### config.mk
export PLATFORM = sky130hd
export DESIGN_NAME = maxpool2x2_stream
export DESIGN_NICKNAME = d
export VERILOG_FILES = /design/src/rtl/maxpool2x2_stream.sv
export SDC_FILE = /design/constraint.sdc
export NUM_CORES = 1
export LEC_CHECK = 0
export ABC_AREA = 0
export CORE_ASPECT_RATIO = 1.25
export CORE_MARGIN = 3
export CORE_UTILIZATION = 50
export CTS_CLUSTER_SIZE = 25
export DETAILED_ROUTE_END_ITERATION = 12
export GPL_ROUTABILITY_DRIVEN = 0
export PLACE_DENSITY = 0.66
export SYNTH_ARGS = -nofsm -noshare
export SYNTH_HDL_FRONTEND = slang
export SYNTH_SLANG_ARGS = --single-unit
export TNS_END_PERCENT = 50
### constraint.sdc
create_clock -name clk2 -period 4.9 [get_ports clk2]
set_input_delay 1.225 -clock clk2 [delete_from_list [all_inputs] [get_ports clk2]]
set_output_delay 1.225 -clock clk2 [all_outputs]
set_load 0.02 [all_outputs]
### src/rtl/maxpool2x2_stream.sv
// maxpool2x2_stream: streaming 2x2 stride-2 max-pool over raster-ordered CONV output, one channel at a time
module maxpool2x2_stream #(
  parameter int DATA_WIDTH = 16,
  parameter int OFM_SIZE   = 62,
  parameter int CO         = 8,
  parameter int POOL_SIZE  = OFM_SIZE / 2
) (
  input  logic                  clk2,
  input  logic                  rst_n,
  input  logic                  i_start,
  input  logic                  i_in_valid,
  input  logic [DATA_WIDTH-1:0] i_in_data,
  output logic                  o_out_valid,
  output logic [DATA_WIDTH-1:0] o_out_data,
  output logic                  o_out_last,
  output logic                  o_done
);
  localparam int RW = $clog2(OFM_SIZE + 1);
  localparam int CW = CO > 1 ? $clog2(CO) : 1;
  localparam int LW = POOL_SIZE > 1 ? $clog2(POOL_SIZE) : 1;
  typedef enum logic [1:0] {S_IDLE, S_RUN, S_DONE} state_t;
  state_t                r_state, w_state_nxt;
  logic [RW-1:0]         r_col, r_row;
  logic [CW-1:0]         r_ch;
  logic [DATA_WIDTH-1:0] r_held, r_out_data;
  logic [DATA_WIDTH-1:0] r_lbuf [POOL_SIZE];
  logic                  r_out_valid, r_out_last;
  logic                  w_run, w_acc, w_win, w_fire, w_wr;
  logic                  w_col_end, w_row_end, w_ch_end, w_last;
  logic [LW-1:0]         w_k;
  logic [DATA_WIDTH-1:0] w_hmax, w_pmax;
  assign w_acc     = w_run & i_in_valid & ~i_start;
  assign w_col_end = r_col == RW'(OFM_SIZE - 1);
  assign w_row_end = r_row == RW'(OFM_SIZE - 1);
  assign w_ch_end  = r_ch == CW'(CO - 1);
  assign w_win     = (r_col < RW'(2 * POOL_SIZE)) & (r_row < RW'(2 * POOL_SIZE));
  assign w_fire    = w_acc & w_win & r_col[0] & r_row[0];
  assign w_wr      = w_acc & w_win & r_col[0] & ~r_row[0];
  assign w_last    = w_ch_end & (r_row == RW'(2 * POOL_SIZE - 1)) & (r_col == RW'(2 * POOL_SIZE - 1));
  assign w_k       = LW'(r_col >> 1);
  assign w_hmax    = $signed(r_held) > $signed(i_in_data) ? r_held : i_in_data;
  assign w_pmax    = $signed(r_lbuf[w_k]) > $signed(w_hmax) ? r_lbuf[w_k] : w_hmax;
  assign o_out_valid = r_out_valid;
  assign o_out_data  = r_out_data;
  assign o_out_last  = r_out_last;
  // state register
  always_ff @(posedge clk2 or negedge rst_n)
    if (!rst_n) r_state <= S_IDLE;
    else        r_state <= w_state_nxt;
  // next state: start always (re)arms; the final pooled output ends the frame
  always_comb begin
    w_state_nxt = r_state;
    if (i_start)                         w_state_nxt = S_RUN;
    else if (r_state == S_DONE)          w_state_nxt = S_IDLE;
    else if (r_state == S_RUN && r_out_last) w_state_nxt = S_DONE;
  end
  // state-decoded outputs
  always_comb begin
    w_run  = r_state == S_RUN;
    o_done = r_state == S_DONE;
  end
  // raster position counters: col -> row -> channel
  always_ff @(posedge clk2 or negedge rst_n)
    if (!rst_n) begin
      r_col <= '0;
      r_row <= '0;
      r_ch  <= '0;
    end else if (i_start) begin
      r_col <= '0;
      r_row <= '0;
      r_ch  <= '0;
    end else if (w_acc) begin
      r_col <= w_col_end ? '0 : r_col + 1'b1;
      if (w_col_end) begin
        r_row <= w_row_end ? '0 : r_row + 1'b1;
        if (w_row_end) r_ch <= w_ch_end ? '0 : r_ch + 1'b1;
      end
    end
  // pair register and registered pooled output (1-cycle latency)
  always_ff @(posedge clk2 or negedge rst_n)
    if (!rst_n) begin
      r_held      <= '0;
      r_out_valid <= 1'b0;
      r_out_last  <= 1'b0;
      r_out_data  <= '0;
    end else begin
      if (w_acc && !r_col[0]) r_held <= i_in_data;
      r_out_valid <= w_fire;
      r_out_last  <= w_fire & w_last;
      if (w_fire) r_out_data <= w_pmax;
    end
  // half-row line buffer: written on even rows, read on odd rows, never both for one entry
  always_ff @(posedge clk2)
    if (w_wr) r_lbuf[w_k] <= w_hmax;
endmodule

==> impl_metrics.csv <==
group,metric,value,unit
outcome,outcome,"finished clean",
timing,max_freq,214,MHz
synth,synthCells,1392,
routing,postRouteAntennaNets,0,
clocking,clockRootBuffer,"clkbuf_16",
routing,drt_iter0_drc,1200,
synth,synthMostInstantiatedCell,"edfxtp_1",
timing,finalMaxSlewViolations,0,
timing,final.min_clock_period,4.68,ns
clocking,cts_made_buffers,50,
routing,num_vias,13000,
job,cap_violations,0,
critical_path,max_stage_delay,0.47,ns
timing,hold_viol,0,
synth,synth_area_leaders,"edfxtp_1 66%, mux2i_1 9.6%, dfrtp_1 5.6%",
grt,grt_max_degree,41,
die,initial_core_util,50.9,%
die,fp.dieH,244,um
timing,layout_setup_ws,0.220,ns
timing,rsz0062_at_grt,"false",
grt,antenna_found_initial,0,
timing,maxSlewHeadroom,28.6,%
clocking,cts_sinks,547,
clocking,cts_buffer_depth,3,
clocking,clkTransAtPathRegs,0.06,ns
timing,tightest_slew,1.07,ns
grt,grt_pass1_wl,81.0,mm
synth,async_reset_ff_share,9.32,%
routing,remaining_drc_errors,0,
timing,hold_ws,0.535,ns
synth,synth_commonest_cells,"496 x edfxtp_1, 218 x mux2i_1, 98 x o22ai_1",
cells_and_area,syn_to_final_growth,15.1,%
die,die_area,47900,sq um
die,die_x,196,um
synth,synth-seq-cells,547,
timing,fin_skew,0.0117,ns
grt,overflow,0,
place,dp_slack,-0.322,ns
grt,grt_usage,22.4,%
power_and_ir_drop,power_density,395,nW/um^2
clocking,h-tree-depth,2,
timing,setup_violations,0,
die,ios,39,
cells_and_area,drive_gt1_share,17.1,%
routing,wl_per_cell,25.0,um
synth,yosysTopAreaCellShare,65.8,%
critical_path,setup.worst_path.start_class,"input port",
worst_hold_path,worst_hold_path_type,"reg -> reg",
critical_path,crit_slowest_cell,"clkdlybuf4s50_1",
cells_and_area,fin_nets,1605,
cells_and_area,antennaDiodeCount,0,
synth,seq_area_frac_synth,71.5,%
synth,synth_warnings,0,
die,rows,86,
grt,grt_pass1_vias,12900,
place,port_buffers,38,
critical_path,path_cells,"clkdlybuf4s50_1 > inv_1 > ha_1 > a21o_1 > a2111o_1 > o41a_2 > buf_12 > mux2i_4 > ha_1 > nand4_1 > nor4_2 > o21ai_1 > a21oi_1 > nor2_1 > a221oi_1",
synth,yosys_most_used_dff,"edfxtp_1",
cells_and_area,design_area,26100,sq um
die,coreArea,44400,sq um
clocking,hold_buffers,0,
critical_path,required,5.35,ns
critical_path,arrival,5.13,ns
synth,netlist_area,22600,sq um
place,place_hpwl,34.2,mm
critical_path,critPathKind,"in -> reg",
place,placed_cell_area,24500,sq um
synth,synthDistinctLibCells,64,
synth,synth_edf_count,496,
synth,synth.avg_cell_area,16.3,sq um
critical_path,crit_fanout,16,
critical_path,worst_path_most_repeated_cell,"ha_1",
critical_path,cp-end-kind,"register",
routing,routed_via_density,6.03,
synth,yosysTopAreaCell,"edfxtp_1",
power_and_ir_drop,leakage,8.57,nW
synth,synth_nets,1450,
power_and_ir_drop,peakVddDrop,0.000260,V
routing,first_pass_iters,6,
routing,wl,54.0,mm
timing,period_share,95.5,%
clocking,insertion_delay,0.57,ns
clocking,cts_tree,"done",
## power by group
part | switching, W | internal [W] | leakage (nW) | total, W
sequential | 0.0000414 | 0.00546 | 5.13 | 0.00550
clock | 0.00165 | 0.00207 | 0.756 | 0.00373
combinational | 0.000682 | 0.000364 | 2.68 | 0.00105
## state kept, by name, summed over array words and instances, names as in the netlist
register     count
r_ch             3
r_col            6
r_held          16
r_lbuf         496
o_out_data      16
r_row            6
o_out_last       1
r_state          2
o_out_valid      1
## worst paths after layout
path | start | end | slack, ns | depth (start not counted)
worst max-delay path | i_in_data[13] | o_out_data[9] | 0.22 | 15
worst min-delay path | r_ch[1] | r_ch[1] | 0.54 | 2
worst max register to register | r_col[2] | o_out_data[9] | 0.47 | 13
worst min register to register | r_ch[1] | r_ch[1] | 0.54 | 2
max in group asynchronous | rst_n | r_held[4] | 3.50 | 2
min in group asynchronous | rst_n | r_row[0] | 0.57 | 1
## kinds of logic after synthesis
kind of cell    Yosys count  share of synthesized area, %
compound gates          209                          6.04
mux                     258                          12.9
simple gates            211                          4.79
xor+xnor                  2                        0.0774
flops                   547                          71.5
fa+ha+maj                38                          2.10
buf+inv                 127                          2.65
## worst max-delay path: cells and delay by family
family | cells | cell delay [ns]
fa+ha+maj | 2 | 0.61
simple gates | 3 | 0.64
buf+inv | 3 | 0.72
compound gates | 6 | 1.72
mux | 1 | 0.20
## metrics by stage
step	utilization (%)	std cells	total power [W]	TNS, ns
detailed placement	55.1	2067	0.00665	-4.42
global placement	55.1	2067	0.00661	-3.21
finish	58.6	2159	0.0103	0
CTS	58.6	2159	0.0103	0
global route	58.6	2159	0.0106	0
floorplan	-	1392	0.00619	0
## cell type report
cell class,count,area (sq um)
Timing Repair Buffer,175,1530
Multi-Input combinational cell,718,5880
Clock buffer,65,1330
Fill cell,3365,18400
Tap cell,572,716
Clock inverter,27,213
Inverter,55,206
Sequential cell,547,16200
## per-layer routing
metal / global-route usage, % / up-vias / share of wire [%]
met5: 0 / - / 0
met4: 6.42 / 0 / 2.4
met3: 3.14 / 91 / 7.1
met2: 37.9 / 506 / 50
met1: 30.7 / 6658 / 41
li1: - / 5756 / -
## cells in the final DEF, fill, tap and decap left out, types with 3 or more instances in the layout
cell,Yosys,routed
clkbuf_16,0,51
bufinv_16,0,3
nor2b_1,4,4
mux2i_4,10,10
nand2b_1,4,4
o22ai_1,98,98
nand3_1,18,18
a211oi_1,8,7
nand2_1,38,38
o21ai_0,24,24
nand3b_1,3,3
a221oi_1,4,4
nor3_1,11,11
or3_1,4,4
ha_1,38,38
mux4_2,15,15
buf_12,1,10
edfxtp_1,496,496
nor2_2,1,5
nand4b_1,3,3
buf_4,6,127
a22oi_1,14,14
mux2i_1,218,217
nand4_1,11,11
clkinv_2,0,12
o22a_1,4,4
o21ai_1,10,10
dfrtp_1,51,49
nor2_1,76,72
clkbuf_1,15,14
a21o_1,5,5
or4b_1,3,3
nand4bb_1,6,6
nor4_1,12,12
a21oi_1,28,28
inv_1,54,54
mux2_2,15,15
clkinv_1,0,8
clkdlybuf4s50_1,0,37
## what timing repair did
item	4_1_cts	5_1_grt
gates resized for setup	0	3
buffers inserted	0	0
setup endpoints to repair	0	2
Power figures use the tool's default switching activity.
==> patch 1, RTL diff (same flow settings) <==
Register the inputs `i_start`, `i_in_valid` and `i_in_data` before use, cleared by the reset. The logic sees them one clock later.
--- a/src/rtl/maxpool2x2_stream.sv
+++ b/src/rtl/maxpool2x2_stream.sv
@@ -19,6 +19,23 @@
   localparam int CW = CO > 1 ? $clog2(CO) : 1;
   localparam int LW = POOL_SIZE > 1 ? $clog2(POOL_SIZE) : 1;
   typedef enum logic [1:0] {S_IDLE, S_RUN, S_DONE} state_t;
+
+  logic i_start_q;
+  logic i_in_valid_q;
+  logic [DATA_WIDTH-1:0] i_in_data_q;
+
+  always_ff @(posedge clk2 or negedge rst_n) begin
+    if (!rst_n) begin
+      i_start_q    <= '0;
+      i_in_valid_q <= '0;
+      i_in_data_q  <= '0;
+    end else begin
+      i_start_q    <= i_start;
+      i_in_valid_q <= i_in_valid;
+      i_in_data_q  <= i_in_data;
+    end
+  end
+
   state_t                r_state, w_state_nxt;
   logic [RW-1:0]         r_col, r_row;
   logic [CW-1:0]         r_ch;
@@ -29,7 +46,7 @@
   logic                  w_col_end, w_row_end, w_ch_end, w_last;
   logic [LW-1:0]         w_k;
   logic [DATA_WIDTH-1:0] w_hmax, w_pmax;
-  assign w_acc     = w_run & i_in_valid & ~i_start;
+  assign w_acc     = w_run & i_in_valid_q & ~i_start_q;
   assign w_col_end = r_col == RW'(OFM_SIZE - 1);
   assign w_row_end = r_row == RW'(OFM_SIZE - 1);
   assign w_ch_end  = r_ch == CW'(CO - 1);
@@ -38,7 +55,7 @@
   assign w_wr      = w_acc & w_win & r_col[0] & ~r_row[0];
   assign w_last    = w_ch_end & (r_row == RW'(2 * POOL_SIZE - 1)) & (r_col == RW'(2 * POOL_SIZE - 1));
   assign w_k       = LW'(r_col >> 1);
-  assign w_hmax    = $signed(r_held) > $signed(i_in_data) ? r_held : i_in_data;
+  assign w_hmax    = $signed(r_held) > $signed(i_in_data_q) ? r_held : i_in_data_q;
   assign w_pmax    = $signed(r_lbuf[w_k]) > $signed(w_hmax) ? r_lbuf[w_k] : w_hmax;
   assign o_out_valid = r_out_valid;
   assign o_out_data  = r_out_data;
@@ -50,7 +67,7 @@
   // next state: start always (re)arms; the final pooled output ends the frame
   always_comb begin
     w_state_nxt = r_state;
-    if (i_start)                         w_state_nxt = S_RUN;
+    if (i_start_q)                         w_state_nxt = S_RUN;
     else if (r_state == S_DONE)          w_state_nxt = S_IDLE;
     else if (r_state == S_RUN && r_out_last) w_state_nxt = S_DONE;
   end
@@ -65,7 +82,7 @@
       r_col <= '0;
       r_row <= '0;
       r_ch  <= '0;
-    end else if (i_start) begin
+    end else if (i_start_q) begin
       r_col <= '0;
       r_row <= '0;
       r_ch  <= '0;
@@ -84,7 +101,7 @@
       r_out_last  <= 1'b0;
       r_out_data  <= '0;
     end else begin
-      if (w_acc && !r_col[0]) r_held <= i_in_data;
+      if (w_acc && !r_col[0]) r_held <= i_in_data_q;
       r_out_valid <= w_fire;
       r_out_last  <= w_fire & w_last;
       if (w_fire) r_out_data <= w_pmax;
Check against the original RTL: no difference found for any inputs over 10 cycles, from zero or initial values and one cycle with rst_n low; that may be too few to reach the edited logic, so the function may still have changed.
==> patch 1 against the unedited design <==
Hold slack worse by 0.0042 ns; power grew 10%; sequential cell count is 18 higher; count of clock-buffer cells in the layout rose by 6; setup slack better by 0.11 ns; wire length increased by 6.4%; clock skew increased by 0.0077 ns; clock power grew 14%; area after synthesis is 2.9% higher; design area rose by 2.3%; critical endpoint is now o_out_data[0]$_DFFE_PN0P_.
==> patch 1: results (changes against the unedited design) <==
Global routing
  – M1 GR Usage: 31.4% (+0.71 points)
  – GRT Overall Usage: 23.6% (+1.2 points)
  – Grt met2 use: 40.6% (+2.8 points)
  – GR Layer Usage met3: 3.03% (-0.11 points)
  – Wire length of the first global-routing pass: 85.7 mm (+5.8%)
  – Pin count of the biggest net entering global routing: 54 (+32%)

Place
  – Worst slack, placed: 0.284 ns (+0.605 ns)
  – Post-placement cell area: 24800 um^2 (+1.4%)

Critical path
  – Termination of the worst setup path: o_out_data[0]$_DFFE_PN0P_
  – FF-to-FF path depth: 12 (-1)
  – Cell type group with the largest total delay on the critical path: simple AND/OR/NAND/NOR gates
  – Launching point of the worst reg2reg path: r_col[4]$_DFFE_PN0P_
  – Delay of the slowest critical-path stage: 0.85 ns (+0.38 ns)
  – Data arrival time of the worst path: 5.06 ns (-0.07 ns)
  – Maximum net fanout on the critical path: 26 (+10)
  – CP max stage cell: dfrtp_1
  – Crit path launch type: flop

Timing
  – Setup slack of the critical path after layout: 0.326 ns (+0.106 ns)
  – Clock skew after layout: 0.0194 ns (+0.00769 ns)

Synth
  – Cells taking the most area after synthesis: edfxtp_1 (64%), mux2i_1 (10%), dfrtp_1 (7.4%), o22ai_1 (3.0%), ha_1 (2.0%)
  – Synth top cells by count: edfxtp_1 (496), mux2i_1 (244), o22ai_1 (113)
  – Sequential cell area fraction in the yosys report: 71.4% (-0.11 points)
  – Post-synthesis cell type count: 53 (-17%)
  – Async S/R FF share, synth: 12.2% (+2.9 points)

Routing
  – Drt first pass iters: 5 (-1)
  – Average wire length per cell after detail routing: 26.3 um (+5.0%)
  – Metal2 WL: 29.1 mm (+8.4%)
  – Wire length the detailed router placed on met1: 22.4 mm (+2.0%)
  – Routed wire length on met3: 4.12 mm (+6.7%)
  – Vias after detailed routing: 13500 (+3.8%)

Power and ir drop
  – Internal power summed over all cells: 8.61 mW (+9.0%)
  – Power in the clock group: 4.24 mW (+14%)
  – Power share of the combinational group: 11.3% (+1.1 points)
  – Final Total Pwr: 11.3 mW (+10%)
  – Peak supply drop: 0.356 mV (+37%)
  – Leakage Power: 8.74 nW (+1.9%)

Final layout
  – Final nets: 1623 (+1.1%)
  – Share of cells above drive strength 1: 14.4% (-2.8 points)

Clock network
  – Clock Tree Buf Depth: 3 (unchanged)
  – Inserted Clock Buffers: 52 (+4.0%)
  – Resized Gates After CTS: 0 (unchanged)

Run status
  – Outcome: finished, final reports clean

Worst hold path
  – HP Class: flop to flop
## patch 1: cell types whose count changed in the layout (fill, tap and decap cells not counted), moves of 15 or more
cell / unedited run / this run
o22ai_1: 98 / 113
buf_4: 127 / 77
nor2_1: 72 / 38
dfrtp_1: 49 / 68
mux2i_1: 217 / 244
o211ai_1: 2 / 18
mux4_2: 15 / 0
nor3_1: 11 / 36
a32oi_1: 0 / 15
## patch 1: cell type report
cell class,count,area (um^2)
Timing Repair Buffer,122,1090
Clock buffer,71,1460
Tap cell,578,723
Clock inverter,27,358
Fill cell,3360,19000
Inverter,40,150
Sequential cell,565,16600
Multi-Input combinational cell,784,6240
## patch 1: through the flow
stage | cells | util, %
floorplan | 1479 | -
global placement | 2089 | 54.4
detailed placement | 2089 | 54.4
CTS | 2187 | 58.4
global route | 2187 | 58.4
finish | 2187 | 58.4
## patch 1: worst min path at each step
stage	cells past startpoint	slack, ns	to	start
after floorplan	2	0.49	r_ch[1]$_DFFE_PN0P_	r_ch[1]$_DFFE_PN0P_
after global placement	2	0.51	r_ch[1]$_DFFE_PN0P_	r_ch[1]$_DFFE_PN0P_
after detailed placement	2	0.51	o_out_data[0]$_DFFE_PN0P_	o_out_data[0]$_DFFE_PN0P_
after CTS	2	0.54	r_ch[1]$_DFFE_PN0P_	r_ch[1]$_DFFE_PN0P_
after global routing	2	0.57	o_out_data[1]$_DFFE_PN0P_	o_out_data[1]$_DFFE_PN0P_
final	2	0.53	r_ch[1]$_DFFE_PN0P_	r_ch[1]$_DFFE_PN0P_
## patch 1: cells by family (layout without fill, tap and decap cells)
kind of cell,Yosys count,count (layout),share of synthesized area (%)
buf+inv,130,260,2.25
fa+ha+maj,38,38,2.04
compound gates,236,236,7.55
mux,259,259,11.2
simple gates,248,248,5.48
xor+xnor,3,3,0.113
flops,565,565,71.4
==> patch 2, RTL diff (config.mk and constraints unchanged) <==
Made on the original files. `CO`: 8 -> 4.
--- a/src/rtl/maxpool2x2_stream.sv
+++ b/src/rtl/maxpool2x2_stream.sv
@@ -2,7 +2,7 @@
 module maxpool2x2_stream #(
   parameter int DATA_WIDTH = 16,
   parameter int OFM_SIZE   = 62,
-  parameter int CO         = 8,
+  parameter int CO         = 4,
   parameter int POOL_SIZE  = OFM_SIZE / 2
 ) (
   input  logic                  clk2,
Function: same outputs for any inputs over 4 cycles, from zero or initial values and one cycle with rst_n low; that may be too few to reach the edited logic, so the function may still have changed.
==> patch 2 against the unedited design <==
Wire length is 7.2% higher; final cell count fell by 1.6%; design area grew 0.89%; area after synthesis decreased by 0.88%; clock skew is 0.012 ns higher; first-iteration DRC count up 19%; power rose by 3.8%; sequential cell count decreased by 1; count of clock-buffer cells in the layout rose by 2; setup slack worse by 0.12 ns; critical endpoint is now o_out_data[0]$_DFFE_PN0P_; largest cell class unchanged; largest power group unchanged.
==> patch 2: results (changes against the unedited design) <==
Run status
  – Outcome: finished, final reports clean

Power and ir drop
  – Seq pwr share: 51.6% (-2.0 points)
  – Internal power summed over all cells: 8.06 mW (+2.0%)
  – Peak supply drop: 0.272 mV (+4.6%)
  – Net Sw Power: 2.61 mW (+9.8%)
  – Power in the clock group: 3.82 mW (+2%)
  – Leakage Power: 8.79 nW (+2.5%)

Place
  – Placed cells: 2033 (-1.6%)
  – DP Wirelength: 38.4 mm (+12%)
  – Number of I/O port buffers: 38 (unchanged)
  – Post-placement cell area: 24500 um^2 (about the same)
  – Worst slack, placed: -0.690 ns (-0.368 ns)

Synth
  – Post-Synth XOR/XNOR Area: 0% (-0.077 points)
  – Mux contribution to synthesized area: 13.4% (+0.51 points)
  – Post-synthesis cell type count: 59 (-7.8%)
  – Share of synthesized cell area in full adder, half adder and majority cells: 2.06% (-0.037 points)
  – Synth top cells by count: edfxtp_1 (496), mux2i_1 (157), nor2_1 (69)
  – Async S/R FF share, synth: 9.16% (-0.17 points)
  – Syn Area/Cell: 16.8 um^2 (+3.3%)
  – Cells taking the most area after synthesis: edfxtp_1 (66%), mux2i_1 (7.0%), dfrtp_1 (5.6%), mux4_2 (5.0%), ha_1 (2.1%)
  – Total nets after synthesis: 1393 (-3.9%)
  – Sequential cell area fraction in the yosys report: 72.0% (+0.53 points)
  – Synth Area in Compound Gates: 5.14% (-0.89 points)

Global routing
  – Pin count of the biggest net entering global routing: 43 (+4.9%)
  – Wire length of the first global-routing pass: 85.0 mm (+5.0%)
  – GRT Overall Usage: 24.3% (+1.9 points)
  – Number of antenna violations at the first check in global routing: 1 (+1)

Routing
  – Sum of routed wire length over all layers: 57.9 mm (+7.2%)
  – Number of violations reported at the end of detailed-routing iteration 0: 1429 (+19%)
  – Vias after detailed routing: 12800 (-1.3%)
  – Drt first pass iters: 6 (unchanged)

Critical path
  – Data arrival time of the worst path: 5.26 ns (+0.13 ns)
  – Cell type group with the largest total delay on the critical path: compound AO/OA/AOI/OAI gates
  – Delay of the slowest critical-path stage: 0.49 ns (+0.02 ns)
  – CP max stage cell: or4_4
  – Maximum net fanout on the critical path: 7 (-9)

Final layout
  – Top register by number of flip-flops: r_lbuf
  – Final nets: 1574 (-1.9%)
  – Non-filler instance count after layout: 2125 (-1.6%)
  – Count of fill cells added during filler insertion: 3246 (-3.5%)
  – Number of flip-flops in the largest register: 496 (unchanged)
  – Antenna diodes: 0 (unchanged)
  – Share of cells above drive strength 1: 21.2% (+4.0 points)

Timing
  – Clock skew after layout: 0.0233 ns (+0.0116 ns)
  – Slew at the pin with the worst max-slew slack: 1.17 ns (+0.100 ns)

Clock network
  – Clock-pin transition on the worst setup and hold timing paths: 0.06 ns (about the same)
  – Insertion delay of the later-clocked pin in the worst-skew pair: 0.58 ns
  – Inserted Clock Buffers: 52 (+4.0%)
  – Root buffer cell: clkbuf_16
## patch 2: cell types whose count changed in the layout (fill, tap and decap cells not counted), moves of 10 or more
cell     unedited run  this run
and2_1              2        14
buf_4             127       143
ha_1               38        28
inv_1              54        32
mux2i_1           217       153
mux4_2             15        50
nand2_1            38        60
nand3_1            18        29
nor2b_1             4        14
o22ai_1            98        53
## patch 2: path summary, 6_finish.rpt
kind / from / end / slack, ns / depth (start not counted)
max: i_in_data[12] / o_out_data[0]$_DFFE_PN0P_ / 0.1 / 17
min: o_out_data[6]$_DFFE_PN0P_ / o_out_data[6]$_DFFE_PN0P_ / 0.48 / 2
max reg2reg: r_col[3]$_DFFE_PN0P_ / o_out_data[0]$_DFFE_PN0P_ / 0.22 / 14
min reg2reg: o_out_data[6]$_DFFE_PN0P_ / o_out_data[6]$_DFFE_PN0P_ / 0.48 / 2
max in group asynchronous: rst_n / r_held[2]$_DFFE_PN0P_ / 3.56 / 2
min in group asynchronous: rst_n / r_ch[0]$_DFFE_PN0P_ / 0.52 / 1
## patch 2: what timing repair did
action / CTS / global route
gates resized for setup: 2 / 29
setup buffers: 0 / 1
gates cloned: 0 / 1
pin swaps: 0 / 6
setup endpoints to repair: 12 / 16
## patch 2: layout make-up
cell class,count,area [um^2],share of cell area [%]
sequential,546,16200,61.5
timing repair buffer,191,1650,6.29
multi-input combinational,689,6030,23.0
tap,572,716,2.72
clock inverter,23,199,0.757
clock buffer,67,1380,5.25
inverter,37,146,0.557
## patch 2: metal layers
metal	global-route usage (%)	wire length, um	vias to the layer above
met5	0	0	-
met4	11.2	2970	0
met3	3.86	4240	135
met2	40.6	29000	569
met1	31.5	21800	6508
li1	-	-	5636
